$ cat src/rtl/fetch_pkg.sv
// rtl/fetch_pkg.sv - opcodes, queue entry type and immediate decoders shared by the fetch stage
package fetch_pkg;

  localparam int unsigned FETCH_XLEN = 32;

  localparam logic [6:0] OP_JAL    = 7'b1101111;
  localparam logic [6:0] OP_BRANCH = 7'b1100011;

  typedef struct packed {
    logic [FETCH_XLEN-1:0] inst;
    logic [FETCH_XLEN-1:0] pc;
    logic                  pred;
  } fetch_entry_t;

  function automatic logic [12:0] imm_b(input logic [31:0] inst);
    return {inst[31], inst[7], inst[30:25], inst[11:8], 1'b0};
  endfunction

  function automatic logic [20:0] imm_j(input logic [31:0] inst);
    return {inst[31], inst[19:12], inst[20], inst[30:21], 1'b0};
  endfunction

endpackage

$ cat src/rtl/fetch_fifo.sv
// rtl/fetch_fifo.sv - pointer/count synchronous FIFO with a single-cycle flush
module fetch_fifo #(
  parameter int unsigned DEPTH = 4,
  parameter int unsigned WIDTH = 65
) (
  input  logic                   clk,
  input  logic                   rst,
  input  logic                   i_flush,
  input  logic                   i_push,
  input  logic [WIDTH-1:0]       i_data,
  input  logic                   i_pop,
  output logic [WIDTH-1:0]       o_head,
  output logic                   o_valid,
  output logic [$clog2(DEPTH):0] o_count
);

  localparam int unsigned AW = $clog2(DEPTH);

  logic [WIDTH-1:0] r_mem [DEPTH];
  logic [AW-1:0]    r_wr_ptr;
  logic [AW-1:0]    r_rd_ptr;
  logic [AW:0]      r_count;

  always_ff @(posedge clk) begin
    if (rst || i_flush) begin
      r_wr_ptr <= '0;
      r_rd_ptr <= '0;
      r_count  <= '0;
    end else begin
      if (i_push) r_wr_ptr <= r_wr_ptr + AW'(1);
      if (i_pop)  r_rd_ptr <= r_rd_ptr + AW'(1);
      r_count <= r_count + (AW+1)'(i_push) - (AW+1)'(i_pop);
    end
  end

  // Storage carries no reset; entries are only visible through o_valid.
  always_ff @(posedge clk) begin
    if (i_push && !i_flush && !rst) r_mem[r_wr_ptr] <= i_data;
  end

  assign o_head  = r_mem[r_rd_ptr];
  assign o_valid = (r_count != '0);
  assign o_count = r_count;

endmodule

$ cat src/rtl/fetch_queue.sv
// rtl/fetch_queue.sv - PC owner, sequential imem fetch, prefetch queue and redirect squash
// Optional static backward-branch/JAL prediction when FETCH_STATIC_PREDICT_EN is defined.
module fetch_queue
  import fetch_pkg::*;
#(
  parameter int unsigned     XLEN     = FETCH_XLEN,
  parameter int unsigned     DEPTH    = 4,
  parameter logic [XLEN-1:0] RESET_PC = '0
) (
  input  logic            clk,
  input  logic            rst,
  output logic            imem_en,
  output logic [XLEN-1:0] imem_addr,
  input  logic [XLEN-1:0] imem_rdata,
  input  logic            redirect_valid,
  input  logic [XLEN-1:0] redirect_target,
  output logic            out_valid,
  input  logic            out_ready,
  output logic [XLEN-1:0] out_inst,
  output logic [XLEN-1:0] out_pc,
  output logic [XLEN-1:0] out_pc_plus4,
  output logic            out_pred_taken
);

  localparam int unsigned CW = $clog2(DEPTH) + 1;

  logic [XLEN-1:0] r_pc;
  logic [XLEN-1:0] r_req_pc;
  logic            r_inflight;
  logic            r_drop_next;

  logic            w_push;
  logic            w_pop;
  logic            w_pred;
  logic            w_imem_en;
  logic            w_head_valid;
  logic [CW-1:0]   w_count;
  logic [CW:0]     w_credit;
  logic [XLEN-1:0] w_pred_target;
  fetch_entry_t    w_push_entry;
  fetch_entry_t    w_head;

  assign w_pop  = w_head_valid && out_ready;
  assign w_push = r_inflight && !r_drop_next && !redirect_valid;

  // Occupancy next cycle must leave room for the response to the request issued now.
  assign w_credit  = {1'b0, w_count} + (CW+1)'(w_push) - (CW+1)'(w_pop);
  assign w_imem_en = !rst && !redirect_valid && (w_credit < (CW+1)'(DEPTH));

`ifdef FETCH_STATIC_PREDICT_EN
  logic [6:0]      w_opcode;
  logic [XLEN-1:0] w_pred_sum;
  assign w_opcode   = imem_rdata[6:0];
  assign w_pred     = w_push && ((w_opcode == OP_JAL) ||
                                 ((w_opcode == OP_BRANCH) && imem_rdata[31]));
  assign w_pred_sum = r_req_pc + ((w_opcode == OP_JAL) ? XLEN'($signed(imm_j(imem_rdata)))
                                                       : XLEN'($signed(imm_b(imem_rdata))));
  assign w_pred_target = {w_pred_sum[XLEN-1:2], 2'b00};
`else
  assign w_pred        = 1'b0;
  assign w_pred_target = r_pc;
`endif

  always_ff @(posedge clk) begin
    if (rst) begin
      r_pc        <= RESET_PC;
      r_req_pc    <= RESET_PC;
      r_inflight  <= 1'b0;
      r_drop_next <= 1'b0;
    end else begin
      r_inflight <= w_imem_en;
      if (w_imem_en) r_req_pc <= r_pc;
      if (redirect_valid) begin
        r_pc        <= {redirect_target[XLEN-1:2], 2'b00};
        r_drop_next <= 1'b0;
      end else if (w_pred) begin
        // The sequential request issued alongside the predicted push must be discarded.
        r_pc        <= w_pred_target;
        r_drop_next <= w_imem_en;
      end else begin
        if (w_imem_en)  r_pc <= r_pc + XLEN'(4);
        if (r_inflight) r_drop_next <= 1'b0;
      end
    end
  end

  assign w_push_entry.inst = imem_rdata;
  assign w_push_entry.pc   = r_req_pc;
  assign w_push_entry.pred = w_pred;

  fetch_fifo #(
    .DEPTH (DEPTH),
    .WIDTH ($bits(fetch_entry_t))
  ) u_fifo (
    .clk     (clk),
    .rst     (rst),
    .i_flush (redirect_valid),
    .i_push  (w_push),
    .i_data  (w_push_entry),
    .i_pop   (w_pop),
    .o_head  (w_head),
    .o_valid (w_head_valid),
    .o_count (w_count)
  );

  assign imem_en        = w_imem_en;
  assign imem_addr      = r_pc;
  assign out_valid      = w_head_valid;
  assign out_inst       = w_head_valid ? w_head.inst : '0;
  assign out_pc         = w_head_valid ? w_head.pc : '0;
  assign out_pc_plus4   = w_head_valid ? (w_head.pc + XLEN'(4)) : '0;
  assign out_pred_taken = w_head_valid && w_head.pred;

endmodule
$ cat config.mk
export PLATFORM = sky130hd
export DESIGN_NAME = fetch_queue
export DESIGN_NICKNAME = d
export VERILOG_FILES = /design/src/rtl/fetch_pkg.sv /design/src/rtl/fetch_fifo.sv /design/src/rtl/fetch_queue.sv
export SDC_FILE = /design/constraint.sdc
export NUM_CORES = 1
export LEC_CHECK = 0
export BUFFER_PORTS_ARGS = -buffer_cell sky130_fd_sc_hd__buf_2
export CORE_ASPECT_RATIO = 1.25
export CORE_MARGIN = 2
export CORE_UTILIZATION = 40
export DETAILED_ROUTE_END_ITERATION = 10
export PLACE_DENSITY = 0.58
export SLEW_MARGIN = 10
export SYNTH_ARGS = -nofsm -noshare
export SYNTH_HDL_FRONTEND = slang
export SYNTH_SLANG_ARGS = --single-unit
$ cat constraint.sdc
create_clock -name clk -period 4.1 [get_ports clk]
set_clock_uncertainty 0.15 [all_clocks]
set_input_delay 0.205 -clock clk [delete_from_list [all_inputs] [get_ports clk]]
set_output_delay 0.205 -clock clk [all_outputs]
set_load 0.02 [all_outputs]
After elaboration in Yosys (flattened, before gate mapping)
Memories as Yosys holds them, arrays and structs flattened. A register that Yosys moved wholly into a read port is not among the register bits.
Index checks and enable logic that the tools add are counted.
{"block": "totals", "reg_bits": 72, "latch_bits": 0, "mem_bits_rw": 256, "mem_bits_ro": 0, "inputBits": 68, "elab_cells": 39, "n_memories": 1}
{"name": "u_fifo.r_mem", "depth": 4, "word_bits": 64, "read_ports": 1, "rd_ports_with_merged_regs": 1, "write_ports": 1, "line": "fetch_fifo.sv:19", "text": "logic [WIDTH-1:0] r_mem [DEPTH];"}
{"block": "classes", "add_sub_neg": 8, "multipliers": 0, "div_mod_pow": 0, "n_lt_le_gt_ge": 1, "eq_ne": 0, "n_shift": 0, "n_mux": 9, "bitwise_logic": 0, "reduce_logical": 13}
{"cell": "two-way mux 32 bit", "count": 5}
{"cell": "adder 32 x 3 -> 32 bit, second input constant", "count": 2}
{"cell": "logical AND 1 bit", "count": 6}
{"cell": "adder 2 x 1 -> 2 bit, second input constant", "count": 2}
{"cell": "adder 3 x 1 -> 4 bit", "count": 1}
{"cell": "less-than comparator 4 x 3 -> 1 bit, second input constant", "count": 1}
{"cell": "two-way mux 2 bit", "count": 2}
{"cell": "subtractor 4 x 1 -> 4 bit", "count": 1}
{"cell": "adder 3 x 1 -> 3 bit", "count": 1}
{"cell": "nonzero test 3 bit", "count": 1}
{"cell": "subtractor 3 x 1 -> 3 bit", "count": 1}
{"cell": "logical NOT 1 bit", "count": 2}
{"cell": "two-way mux 1 bit", "count": 2}
{"cell": "nonzero test 2 bit", "count": 1}
{"cell": "OR reduction 2 bit", "count": 1}
{"cell": "logical AND 1 bit, second input constant", "count": 1}
{"cell": "logical OR 1 bit", "count": 1}

Depth between registers and ports, before layout
Gate-level depths: netlist of the first run.
{"block": "depth", "ltp_word": 8, "depth_mapped": 17, "depth_no_buf": 14}

Modules after synthesis
From an unflattened synthesis of the first run, not the netlist that was laid out.
{"block": "unflattened", "hier_cells": 945, "area_unflattened_um2": 14091.0}
{"module": "fetch_fifo", "n_inst": 1, "cells_each": 383, "area_each_um2": 9872.0, "seq_area_each_um2": 7987.7}
{"module": "fetch_queue", "n_inst": 1, "cells_each": 562, "area_each_um2": 4219.0, "seq_area_each_um2": 1221.2}

Worst setup path after synthesis of the first run
Ideal clock, no wire load.
{"block": "synth_timing", "path_type": "reg2reg", "startpoint": "reg u_fifo.r_count[2] (netlist: u_fifo.o_count[2])", "endpoint": "reg r_req_pc[19]", "setup_ns": 0.070, "arrival_ns": 3.499, "required_ns": 3.880, "setup_slack_ns": 0.380, "path_stages_with_launch": 17, "n_path_buf": 2, "path_cell_list": "dfxtp_1 -> nor3_1 -> inv_1 -> and2_1 -> ha_1 -> inv_1 -> ha_1 -> inv_1 -> fa_1 -> nor2b_1 -> a22o_1 -> clkbuf_1 -> nand2_1 -> inv_1 -> buf_1 -> nand2_1 -> a21oi_1"}
{"block": "synth_via", "elab_chain_cells": 5, "elab_cells_between_ends": 6}
{"element": "from (decl)", "line": "fetch_fifo.sv:22", "text": "logic [AW:0] r_count;"}
{"element": "from (signal assigned)", "line": "fetch_fifo.sv:32", "text": "r_count <= r_count + (AW+1)'(i_push) - (AW+1)'(i_pop);"}
{"element": "nonzero test 3 bit", "line": "fetch_fifo.sv:42", "text": "assign o_valid = (r_count != '0);"}
{"element": "logical AND 1 bit", "line": "fetch_queue.sv:43", "text": "assign w_pop = w_head_valid && out_ready;"}
{"element": "via u_fifo.i_pop", "line": "fetch_fifo.sv:11", "text": "input logic i_pop,"}
{"element": "subtractor 4 x 1 -> 4 bit", "line": "fetch_queue.sv:47", "text": "assign w_credit = {1'b0, w_count} + (CW+1)'(w_push) - (CW+1)'(w_pop);"}
{"element": "less-than comparator 4 x 3 -> 1 bit", "line": "fetch_queue.sv:48", "text": "assign w_imem_en = !rst && !redirect_valid && (w_credit < (CW+1)'(DEPTH));"}
{"element": "logical AND 1 bit", "line": "fetch_queue.sv:48"}
{"element": "via imem_en", "line": "fetch_queue.sv:12", "text": "output logic imem_en,"}
{"element": "to (signal assigned)", "line": "fetch_queue.sv:72", "text": "if (w_imem_en) r_req_pc <= r_pc;"}
{"element": "to (decl)", "line": "fetch_queue.sv:28", "text": "logic [XLEN-1:0] r_req_pc;"}
The timed path passes the listed nets, and every way through them passes these cells.
A chain may end at the register's enable or synchronous reset.

Worst setup path in the final report of the first run
{"block": "layout_timing", "startpoint": "reg u_fifo.r_count[2] (netlist: u_fifo.o_count[2])", "endpoint": "out imem_en"}
{"block": "layout_via", "elab_chain_cells": 5, "elab_cells_between_ends": 6}
{"element": "nonzero test 3 bit", "line": "fetch_fifo.sv:42"}
{"element": "logical AND 1 bit", "line": "fetch_queue.sv:43"}
{"element": "via u_fifo.i_pop", "line": "fetch_fifo.sv:11"}
{"element": "subtractor 4 x 1 -> 4 bit", "line": "fetch_queue.sv:47"}
{"element": "less-than comparator 4 x 3 -> 1 bit", "line": "fetch_queue.sv:48"}
{"element": "logical AND 1 bit", "line": "fetch_queue.sv:48"}
{"element": "to (decl)", "line": "fetch_queue.sv:12"}
The timed path passes the listed nets, and every way through them passes these cells.

==> results_dict.tcl, run 1 <==
set metrics [dict create \
    post_drt_wl_per_cell_um 18.41 \
    drcViolationCount 0 \
    nets 1259 \
    detailedRoute.firstIterationViolations 609 \
    ir_drop_v 0.0002783 \
    crit_path_end_kind "output pin" \
    async_flop_share 0 \
    floorplan.rows 75 \
    drt-pass1-iter-count 7 \
    cts-htree-levels 2 \
    layout_commonest_cell "sky130_fd_sc_hd__edfxtp_1" \
    clkSlewWorstSetupHoldPaths_ns 0.06 \
    critical_path.startpoint_type "register" \
    global_route_wire_length_before_repair_mm 47.01 \
    number_of_nets_with_antenna_violations_after_routing 0 \
    grt_start_max_net_pins 67 \
    slew_headroom 0.4894 \
    clock-sinks 318 \
    area_growth_pct 24.26 \
    die_h_um 208.9 \
    synth-edff-count 248 \
    numPlacedInstances 1503 \
    timing.setup.tns_ns 0 \
    ys.warnings.count 0 \
    die_width_um 167.9 \
    via_count_of_the_first_global_routing_pass 8463 \
    crit_fanout 23 \
    fin_cells 1627 \
    min_period_over_period 0.9280 \
    leakage_nw 6.028 \
    cts_buffers 35 \
    core-area_sq_mm 0.03331 \
    groute.usage.overall 0.1714 \
    initial_core_util 0.4033 \
    timing.fmax_ghz 0.2628 \
    finalCriticalPeriod_ns 3.805 \
    final-hold-violation-count 0 \
    cap_viol_max_count 0 \
    cts_root_buffer "sky130_fd_sc_hd__clkbuf_16" \
    ioPinCount 199 \
    tritoncts "done" \
    drt-vias-per-instance 5.160 \
    number_of_max_slew_violations_in_the_final_report 0 \
    mostFrequentLayoutCells "248 x sky130_fd_sc_hd__edfxtp_1, 189 x sky130_fd_sc_hd__buf_2, 97 x sky130_fd_sc_hd__nand2_1, 68 x sky130_fd_sc_hd__dfxtp_1, 63 x sky130_fd_sc_hd__and2_1" \
    worst-r2r-cell-count 14 \
    timing.hold.worst.class "in2reg" \
    status "completed" \
    yosys_register_bits 318 \
    ys_types 57 \
    synth_top_flop_cell "sky130_fd_sc_hd__edfxtp_1" \
    cp_data_arrival_time_ns 3.45 \
    gpl.final_weighted_congestion 0.7759 \
    via_count 8395 \
    synth_sequential_area_ratio 0.6585 \
    insertedDiodeCount 0 \
    die_footprint_sq_mm 0.03508 \
    critical_setup_path_kind "reg2out" \
    grt_antenna_before_repair 0 \
    port_buffers 189 \
    post_synthesis_instance_area_sq_mm 0.01344 \
    hold_critical_path_depth 4 \
    syn_inst 917 \
    p_per_area_mw_per_mm2 434.2 \
    clock_insertion_delay_at_the_later_pin_of_the_skew_report_ns 0.51 \
    total_congestion_overflow_after_global_routing 0 \
    cp_data_required_time_ns 3.74 \
    hpwlAfterDp_mm 19.00 \
    worstMarginPinSlew_ns 0.7595 \
    max-clock-path-buffers 3 \
    total_of_endpoints_with_negative_setup_slack_in_the_final_report 0 \
    synth.avg_cell_area_sq_um 14.65 \
    routed_wirelength_mm 29.96 \
    post_route_cells_drive_above_1_share 0.2766 \
]
[path summary, 6_finish.rpt]
path / start / to / slack [ns]
hold / removal: redirect_valid / imem_addr[2]$_SDFFE_PP0P_ / 0.03
setup reg to reg: u_fifo.o_count[2]$_SDFF_PN0_ / imem_addr[31]$_SDFFE_PP0P_ / 0.69
setup / recovery: u_fifo.o_count[2]$_SDFF_PN0_ / imem_en / 0.30
hold reg to reg: imem_addr[14]$_SDFFE_PP0P_ / r_req_pc[14]$_SDFFE_PP0P_ / 0.35
[cell families after synthesis]
| group | after synthesis | synth area share |
|---|---|---|
| xor+xnor | 46 | 0.02998 |
| compound gates | 92 | 0.04274 |
| mux | 68 | 0.1109 |
| simple gates | 314 | 0.1217 |
| other cells | 1 | 0.0002791 |
| flops | 318 | 0.6585 |
| buf+inv | 67 | 0.02505 |
| fa+ha+maj | 11 | 0.01080 |
[Yosys cell counts (all sizes together) (4+ instances only)]
cell | instances | area [sq um]
a211oi | 14 | 105.1
a21oi | 49 | 245.2
a22oi | 5 | 37.54
and2 | 64 | 401.6
and3 | 11 | 70.07
buf | 18 | 142.6
clkbuf | 37 | 148.9
dfxtp | 70 | 1401
edfxtp | 248 | 7447
ha | 10 | 125.1
inv | 12 | 45.04
mux2i | 6 | 60.06
mux4 | 60 | 1408
nand2 | 98 | 370.4
nand3 | 20 | 110.1
nand4 | 18 | 142.6
nor2 | 60 | 227.7
nor2b | 4 | 25.02
nor3 | 10 | 50.05
nor4 | 12 | 111.4
o211ai | 4 | 30.03
o21ai | 4 | 20.02
o311ai | 9 | 78.83
xnor2 | 19 | 166.4
xor2 | 27 | 236.5
[metrics by stage]
stage | setup WS, ns | area, sq um | total power [W] | utilization | hold slack (ns)
after floorplan | 0.3804 | 13460 | 0.003925 | - | 0.1539
after global placement | 0.6603 | 14890 | 0.004110 | 0.4470 | 0.2722
after detailed placement | 0.5667 | 14890 | 0.004116 | 0.4470 | 0.2753
after CTS | 0.05537 | 16670 | 0.007329 | 0.5005 | 0.008155
after global routing | -0.001388 | 16700 | 0.007512 | 0.5012 | 0.04039
final | 0.2950 | 16700 | 0.007250 | 0.5012 | 0.03474
[critical path, cell delays in order (launching register included)]
cell                         delay, ns
sky130_fd_sc_hd__dfxtp_1          0.35
sky130_fd_sc_hd__nor3_2           0.26
sky130_fd_sc_hd__inv_2            0.06
sky130_fd_sc_hd__and2_1           0.19
sky130_fd_sc_hd__ha_1             0.29
sky130_fd_sc_hd__inv_1            0.06
sky130_fd_sc_hd__ha_1             0.16
sky130_fd_sc_hd__inv_1            0.05
sky130_fd_sc_hd__fa_1             0.38
sky130_fd_sc_hd__nor2b_1          0.17
sky130_fd_sc_hd__a22o_1           0.22
sky130_fd_sc_hd__nand2_1          0.13
sky130_fd_sc_hd__clkinvlp_4       0.34
sky130_fd_sc_hd__buf_2            0.29
[area by class of cell]
| cell class | instances | area (sq um) |
|---|---|---|
| sequential | 318 | 8856 |
| inverter | 12 | 48.80 |
| clock buffer | 42 | 944.7 |
| multi-input combinational | 538 | 4292 |
| fill | 2845 | 16620 |
| tap | 423 | 529.3 |
| timing repair buffer | 275 | 1809 |
| clock inverter | 19 | 216.5 |
[flip-flops by register name, summed over array words and instances, names as in the netlist, named ones only]
signal / count
u_fifo.o_count: 3
imem_addr: 30
u_fifo.r_rd_ptr: 2
u_fifo.r_wr_ptr: 2
r_inflight: 1
r_req_pc: 30
u_fifo.r_mem: 248
[metal layers]
metal  global-route usage  share of wire  up-vias
met5                    0              0        -
met4              0.04558          0.017        0
met3              0.03049          0.050       39
met2               0.2813           0.48      217
met1               0.2370           0.45     4145
li1                     -              -     3994
[where the power goes]
group | switching (W) | internal, W | leakage, nW
logic | 0.000312 | 0.000205 | 2.56
clock network | 0.00121 | 0.00195 | 0.566
registers | 0.0000595 | 0.00351 | 2.91
total | 0.00158 | 0.00567 | 6.03
[what timing repair did]
action,4_1_cts,5_1_grt
buffers inserted,0,1
hold endpoints to repair,158,0
hold buffers,62,0
resized for setup,0,1
setup endpoints to repair,0,2
(Power assumes the default switching activity.)
==> run 2, diff against run 1 <==
--- a/config.mk
+++ b/config.mk
@@ -11,6 +11,8 @@
 export CORE_UTILIZATION = 40
 export DETAILED_ROUTE_END_ITERATION = 10
 export PLACE_DENSITY = 0.58
+export SETUP_SLACK_MARGIN = 0.4
+export SKIP_LAST_GASP = 1
 export SLEW_MARGIN = 10
 export SYNTH_ARGS = -nofsm -noshare
 export SYNTH_HDL_FRONTEND = slang
==> results_dict.tcl, run 2 (synthesized netlist as in run 1, its figures left out) <==
set metrics [dict create \
    status "completed" \
    initial_core_util 0.4033 \
    critical_setup_path_kind "reg2out" \
    critPathMostFrequentCell "sky130_fd_sc_hd__inv_1" \
    worst-r2r-setup-slack_ns 0.70 \
    switching_share 0.2257 \
    crit_buf_inv 7 \
    ioPinCount 199 \
    cts_buffers 34 \
    slew_headroom 0.5236 \
    number_of_nets_with_antenna_violations_after_routing 0 \
    cp_data_arrival_time_ns 3.22 \
    routed_wirelength_mm 30.27 \
    final-hold-violation-count 0 \
    die_h_um 208.9 \
    groute.usage.overall 0.1727 \
    area_growth_pct 24.53 \
    cp-startpoint "u_fifo.o_count[0]$_SDFF_PN0_" \
    hpwlAfterDp_mm 18.71 \
    place_area_sq_mm 0.01489 \
    path_delay_family "adder cells" \
    min_period_over_period 0.8720 \
    power_report.internal_total_w 0.005405 \
    gpl.final_weighted_congestion 0.7625 \
    number_of_max_slew_violations_in_the_final_report 0 \
    crit_path_end_kind "output pin" \
    largest_register_by_flop_count "u_fifo.r_mem" \
    finalCriticalPeriod_ns 3.575 \
    worstMarginPinSlew_ns 0.7119 \
    final_design_area_no_fill_sq_mm 0.01673 \
    clock_insertion_delay_at_the_later_pin_of_the_skew_report_ns 0.52 \
    total_power_w 0.006980 \
    crit_fanout 14 \
    global_route_wire_length_before_repair_mm 47.04 \
    clkSlewWorstSetupHoldPaths_ns 0.06 \
    grt_antenna_before_repair 0 \
    tritoncts "done" \
    finalHoldWorstSlack_ns 0.03736 \
    ir_drop_v 0.0002269 \
    via_count_of_the_first_global_routing_pass 8412 \
    p_clk_frac 0.411 \
    clock-sinks 318 \
    cpPeakStageDelay_ns 0.34 \
    comb_power_share 0.077 \
    nets 1273 \
    cpMaxStageDelayCell "sky130_fd_sc_hd__fa_2" \
    via_count 8435 \
    cap_viol_max_count 0 \
    r2r_start "u_fifo.o_count[0]$_SDFF_PN0_" \
    total_congestion_overflow_after_global_routing 0 \
    largest_reg_flops 248 \
    drcViolationCount 0 \
    critical_path.startpoint_type "register" \
    cts_root_buffer "sky130_fd_sc_hd__clkbuf_16" \
    die_width_um 167.9 \
    power.net_switching_w 0.001576 \
    timing.setup.tns_ns 0 \
    insertedDiodeCount 0 \
    crit_chain "nor3_2 > inv_2 > and2_1 > ha_1 > inv_1 > ha_1 > inv_1 > fa_2 > nor2b_2 > a22o_1 > nand2_1 > buf_6 > inv_1 > buf_8 > buf_4" \
    drt-vias-per-instance 5.140 \
    hp-start "redirect_valid" \
    timing.fmax_ghz 0.2797 \
    mostFrequentLayoutCells "248 x sky130_fd_sc_hd__edfxtp_1, 188 x sky130_fd_sc_hd__buf_2, 97 x sky130_fd_sc_hd__nand2_1, 67 x sky130_fd_sc_hd__dfxtp_1, 63 x sky130_fd_sc_hd__and2_1" \
    layout_commonest_cell "sky130_fd_sc_hd__edfxtp_1" \
    leakage_nw 6.062 \
    grt_start_max_net_pins 67 \
    core-area_sq_mm 0.03331 \
    port_buffers 189 \
    cp_data_required_time_ns 3.74 \
    drt-pass1-iter-count 5 \
    total_of_endpoints_with_negative_setup_slack_in_the_final_report 0 \
    cts-htree-levels 2 \
    p_per_area_mw_per_mm2 417.2 \
    max-clock-path-buffers 3 \
    post_route_cells_drive_above_1_share 0.2890 \
    die_footprint_sq_mm 0.03508 \
    post_drt_wl_per_cell_um 18.45 \
    grt_setup_unrepaired "true" \
    part_of_the_total_power_dissipated_in_sequential_elements 0.512 \
    detailedRoute.firstIterationViolations 649 \
    floorplan.rows 75 \
    timing.hold.worst.class "in2reg" \
]
-- run 2: layout make-up --
type / instances / area [sq um]
Sequential cell: 318 / 8857
Timing Repair Buffer: 290 / 1972
Inverter: 12 / 45.04
Tap cell: 423 / 529.3
Clock buffer: 45 / 933.4
Clock inverter: 15 / 107.6
Fill cell: 2869 / 16580
Multi-Input combinational cell: 538 / 4288
-- run 2: final timing paths --
| check | endpoint | cells after the start |
|---|---|---|
| worst max-delay path | imem_en | 15 |
| worst max register to register | imem_addr[31]$_SDFFE_PP0P_ | 15 |
| worst min-delay path | imem_addr[2]$_SDFFE_PP0P_ | 4 |
| worst min register to register | r_req_pc[5]$_SDFFE_PP0P_ | 2 |
-- run 2: through the flow --
step           cells  utilization  worst slack, ns
3_3_place_gp    1503       0.4469           0.7241
3_5_place_dp    1503       0.4469           0.7058
4_1_cts         1632       0.4994           0.4076
6_report        1641       0.5023           0.5249
5_1_grt         1641       0.5023           0.3256
2_1_floorplan    923            -           0.5348
-- run 2: worst min-delay path: cells and delay by family --
family	cells	cell delay [ns]
buf+inv	2	0.31
simple gates	1	0.07
compound gates	1	0.05
-- run 2: repair_timing --
action | in CTS | in global routing
cloned | 0 | 1
hold endpoints to repair | 158 | 0
resized for setup | 5 | 9
hold buffers | 62 | 0
pin swaps | 1 | 1
setup endpoints to repair | 18 | 7
buffers inserted | 7 | 8
-- run 2: power groups by stage --
| stage | combinational (W) | sequential (W) | clock, W |
|---|---|---|---|
| after floorplan | 0.000281 | 0.00364 | 0 |
| after global placement | 0.000472 | 0.00364 | 0 |
| after detailed placement | 0.000475 | 0.00364 | 0 |
| after CTS | 0.000534 | 0.00357 | 0.00295 |
| after global routing | 0.000589 | 0.00358 | 0.00307 |
| final | 0.000540 | 0.00357 | 0.00287 |
-- run 2: metal layers --
metal  global-route usage  up-vias  routed length (um)
li1                     -     4026                   -
met1               0.2337     4131               13740
met2               0.2900      244               14540
met3              0.03106       34                1512
met4              0.04318        0                 483
met5                    0        -                   0
==> run 3, diff against run 2 <==
--- a/config.mk
+++ b/config.mk
@@ -5,12 +5,13 @@
 export SDC_FILE = /design/constraint.sdc
 export NUM_CORES = 1
 export LEC_CHECK = 0
+export ABC_AREA = 1
 export BUFFER_PORTS_ARGS = -buffer_cell sky130_fd_sc_hd__buf_2
 export CORE_ASPECT_RATIO = 1.25
 export CORE_MARGIN = 2
-export CORE_UTILIZATION = 40
+export CORE_UTILIZATION = 58
 export DETAILED_ROUTE_END_ITERATION = 10
-export PLACE_DENSITY = 0.58
+export PLACE_DENSITY = 0.79
 export SETUP_SLACK_MARGIN = 0.4
 export SKIP_LAST_GASP = 1
 export SLEW_MARGIN = 10
==> results_dict.tcl, run 3 <==
set metrics [dict create \
    mostFrequentLayoutCells "526 x sky130_fd_sc_hd__nand2_1, 274 x sky130_fd_sc_hd__nor2_1, 248 x sky130_fd_sc_hd__edfxtp_1, 189 x sky130_fd_sc_hd__buf_2, 111 x sky130_fd_sc_hd__nand3_1" \
    netlist.top_cell.by_area "sky130_fd_sc_hd__edfxtp_1" \
    gr-usage-met1 0.3356 \
    detailedRoute.firstIterationViolations 1003 \
    max-clock-path-buffers 3 \
    critPathMostFrequentCell "sky130_fd_sc_hd__inv_1" \
    nets 2002 \
    clkSlewWorstSetupHoldPaths_ns 0.07 \
    drt-vias-per-instance 5.402 \
    preCtsSetupSlack_ns 0.6387 \
    floorplan.rows 65 \
    fillerInstances 1834 \
    die_h_um 183.0 \
    p_clk_frac 0.383 \
    cts-htree-levels 1 \
    crit_chain "nor3_2 > inv_1 > nand2_1 > inv_1 > ha_1 > inv_1 > ha_1 > inv_1 > fa_1 > xnor2_1 > inv_1 > nand3_1 > nor2_4 > buf_12 > buf_2" \
    groute.layer.met2.usage 0.4888 \
    hpwlAfterDp_mm 22.86 \
    ys_types 32 \
    number_of_nets_with_antenna_violations_after_routing 0 \
    core-area_sq_mm 0.02521 \
    grt_antenna_before_repair 0 \
    path_delay_family "adder cells" \
    area_growth_pct 20.40 \
    timing.hold.worst.class "in2reg" \
    synth_sequential_area_ratio 0.5955 \
    grt_start_max_net_pins 69 \
    grt_setup_unrepaired "true" \
    comb_power_share 0.110 \
    final-hold-violation-count 0 \
    clock-sinks 318 \
    yosysTopAreaCellShare 0.5012 \
    clock_insertion_delay_at_the_later_pin_of_the_skew_report_ns 0.56 \
    cts_root_buffer "sky130_fd_sc_hd__clkbuf_16" \
    grt.met3_usage 0.03433 \
    drcViolationCount 0 \
    largest_reg_flops 248 \
    cpPeakStageDelay_ns 0.37 \
    slew_headroom 0.4740 \
    synth_top_flop_cell "sky130_fd_sc_hd__edfxtp_1" \
    total_congestion_overflow_after_global_routing 0 \
    routed_wirelength_mm 37.24 \
    cap_viol_max_count 0 \
    most_instantiated_cells_after_synthesis "526 x sky130_fd_sc_hd__nand2_1, 280 x sky130_fd_sc_hd__nor2_1, 248 x sky130_fd_sc_hd__edfxtp_1, 111 x sky130_fd_sc_hd__nand3_1, 103 x sky130_fd_sc_hd__o21ai_0" \
    groute.usage.overall 0.2731 \
    global_route_wire_length_before_repair_mm 58.79 \
    initial_core_util 0.5894 \
    post_synthesis_instance_area_sq_mm 0.01486 \
    min_period_over_period 0.8752 \
    ioPinCount 199 \
    critical_path.startpoint_type "register" \
    syn_inst 1686 \
    crit_buf_inv 7 \
    power_report.internal_total_w 0.005388 \
    die_footprint_sq_mm 0.02692 \
    yosys_register_bits 318 \
    via_count 12320 \
    die_width_um 147.2 \
    cp_data_required_time_ns 3.74 \
    status "completed" \
    post_drt_wl_per_cell_um 16.33 \
    number_of_max_slew_violations_in_the_final_report 0 \
    switching_share 0.2465 \
    ir_drop_v 0.0003360 \
    synth.avg_cell_area_sq_um 8.813 \
    grt_busiest_layer "met2" \
    insertedDiodeCount 0 \
    critical_setup_path_kind "reg2out" \
    via_count_of_the_first_global_routing_pass 12000 \
    port_buffers 189 \
    netlist_top_cells_area "sky130_fd_sc_hd__edfxtp_1 50%, sky130_fd_sc_hd__nand2_1 13%, sky130_fd_sc_hd__dfxtp_1 9.4%" \
    cpMaxStageDelayCell "sky130_fd_sc_hd__fa_1" \
    total_of_endpoints_with_negative_setup_slack_in_the_final_report 0 \
    finalCriticalPeriod_ns 3.588 \
    timing.setup.tns_ns 0 \
    cp_data_arrival_time_ns 3.23 \
    leakage_nw 7.584 \
    gpl.final_weighted_congestion 0.9174 \
    p_per_area_mw_per_mm2 399.6 \
    post_route_cells_drive_above_1_share 0.1527 \
    power.net_switching_w 0.001762 \
    layout_setup_ws_ns 0.5115 \
    layout_commonest_cell "sky130_fd_sc_hd__nand2_1" \
    tritoncts "done" \
    ys.warnings.count 0 \
    part_of_the_total_power_dissipated_in_sequential_elements 0.507 \
    drt-pass1-iter-count 5 \
    crit_fanout 17 \
    worstMarginPinSlew_ns 0.7890 \
    synth-edff-count 248 \
    async_flop_share 0 \
    cts_buffers 28 \
    largest_register_by_flop_count "u_fifo.r_mem" \
    crit_path_end_kind "output pin" \
    timing.fmax_ghz 0.2787 \
    yosys.cell_count.top_type "sky130_fd_sc_hd__nand2_1" \
]
run 3: cell types whose count changed in the layout (fill, tap and decap cells not counted), sizes merged, moves of 12 or more:
cell,previous run,this run
a211oi,14,0
a21oi,49,84
and2,64,0
buf,227,213
inv,14,104
mux4,60,0
nand2,98,532
nand3,20,111
nor2,60,291
nor4,12,0
o21ai,4,103
run 3: layer usage:
metal,wire length (um),vias to the layer above,share of wire
met5,0,-,0
met4,1288,0,0.035
met3,2980,104,0.080
met2,18420,535,0.49
met1,14550,5672,0.39
li1,-,6006,-
run 3: final timing paths:
kind | from | to | slack (ns) | depth (start not counted)
worst max-delay path | u_fifo.o_count[2]$_SDFF_PN0_ | imem_en | 0.51 | 15
worst min-delay path | imem_rdata[3] | u_fifo.r_mem[2][35]$_DFFE_PP_ | 0.23 | 2
worst max register to register | u_fifo.o_count[2]$_SDFF_PN0_ | imem_addr[10]$_SDFFE_PP0P_ | 0.56 | 18
worst min register to register | u_fifo.r_rd_ptr[1]$_SDFFE_PN0P_ | register | 0.33 | 2
run 3: power groups by stage:
stage	registers (W)	clock network, W	logic (W)
floorplan	0.00369	0	0.000438
global placement	0.00369	0	0.000675
detailed placement	0.00369	0	0.000689
CTS	0.00362	0.00277	0.000770
global route	0.00363	0.00291	0.000858
finish	0.00362	0.00274	0.000786
run 3: stage by stage:
stage          utilization  hold slack (ns)  cell area (sq um)  cells  total power [W]
3_5_place_dp        0.6374           0.2693              16070   2152         0.004381
3_3_place_gp        0.6374           0.2649              16070   2152         0.004363
2_1_floorplan            -           0.1241              14880   1692         0.004133
6_report            0.7096           0.2302              17890   2280         0.007150
4_1_cts             0.7078           0.2199              17840   2276         0.007164
5_1_grt             0.7096           0.2410              17890   2280         0.007399
run 3: worst register-to-register path, cell delays in order, from the launching register on:
cell and delay, ns:
sky130_fd_sc_hd__dfxtp_1 0.33, sky130_fd_sc_hd__nor3_2 0.22, sky130_fd_sc_hd__inv_1 0.08, sky130_fd_sc_hd__nand2_1 0.06, sky130_fd_sc_hd__inv_1 0.08, sky130_fd_sc_hd__ha_1 0.32, sky130_fd_sc_hd__inv_1 0.07, sky130_fd_sc_hd__ha_1 0.16
sky130_fd_sc_hd__inv_1 0.06, sky130_fd_sc_hd__fa_1 0.37, sky130_fd_sc_hd__xnor2_1 0.14, sky130_fd_sc_hd__inv_1 0.10, sky130_fd_sc_hd__nand4_2 0.13, sky130_fd_sc_hd__nand2_1 0.28, sky130_fd_sc_hd__clkinvlp_4 0.49, sky130_fd_sc_hd__nand2_1 0.18
sky130_fd_sc_hd__nand2_1 0.07, sky130_fd_sc_hd__nand2_1 0.05, sky130_fd_sc_hd__o21ai_0 0.09
run 3: area by class of cell:
type,instances,area [sq um],area share
Tap cell,335,419.2,0.02343
Sequential cell,318,8856,0.4950
Timing Repair Buffer,284,1976,0.1104
Inverter,102,394.1,0.02203
Clock buffer,39,868.3,0.04853
Multi-Input combinational cell,1189,5251,0.2935
Clock inverter,13,126.4,0.007063
run 3: timing repair:
action	CTS	global route
hold buffers	69	0
setup endpoints to repair	10	39
hold endpoints to repair	178	0
pin swaps	0	2
setup buffers	1	4
gates resized for setup	4	5
gates cloned	2	0
run 3: logic make-up after synthesis:
| group | count (synthesis) | synth area share |
|---|---|---|
| buffers and inverters | 185 | 0.05566 |
| adder cells (fa/ha/maj) | 11 | 0.009768 |
| AO/OA/AOI/OAI | 196 | 0.06753 |
| other | 1 | 0.0002524 |
| AND/OR/NAND/NOR | 951 | 0.2572 |
| XOR/XNOR | 24 | 0.01415 |
| flip-flops | 318 | 0.5955 |
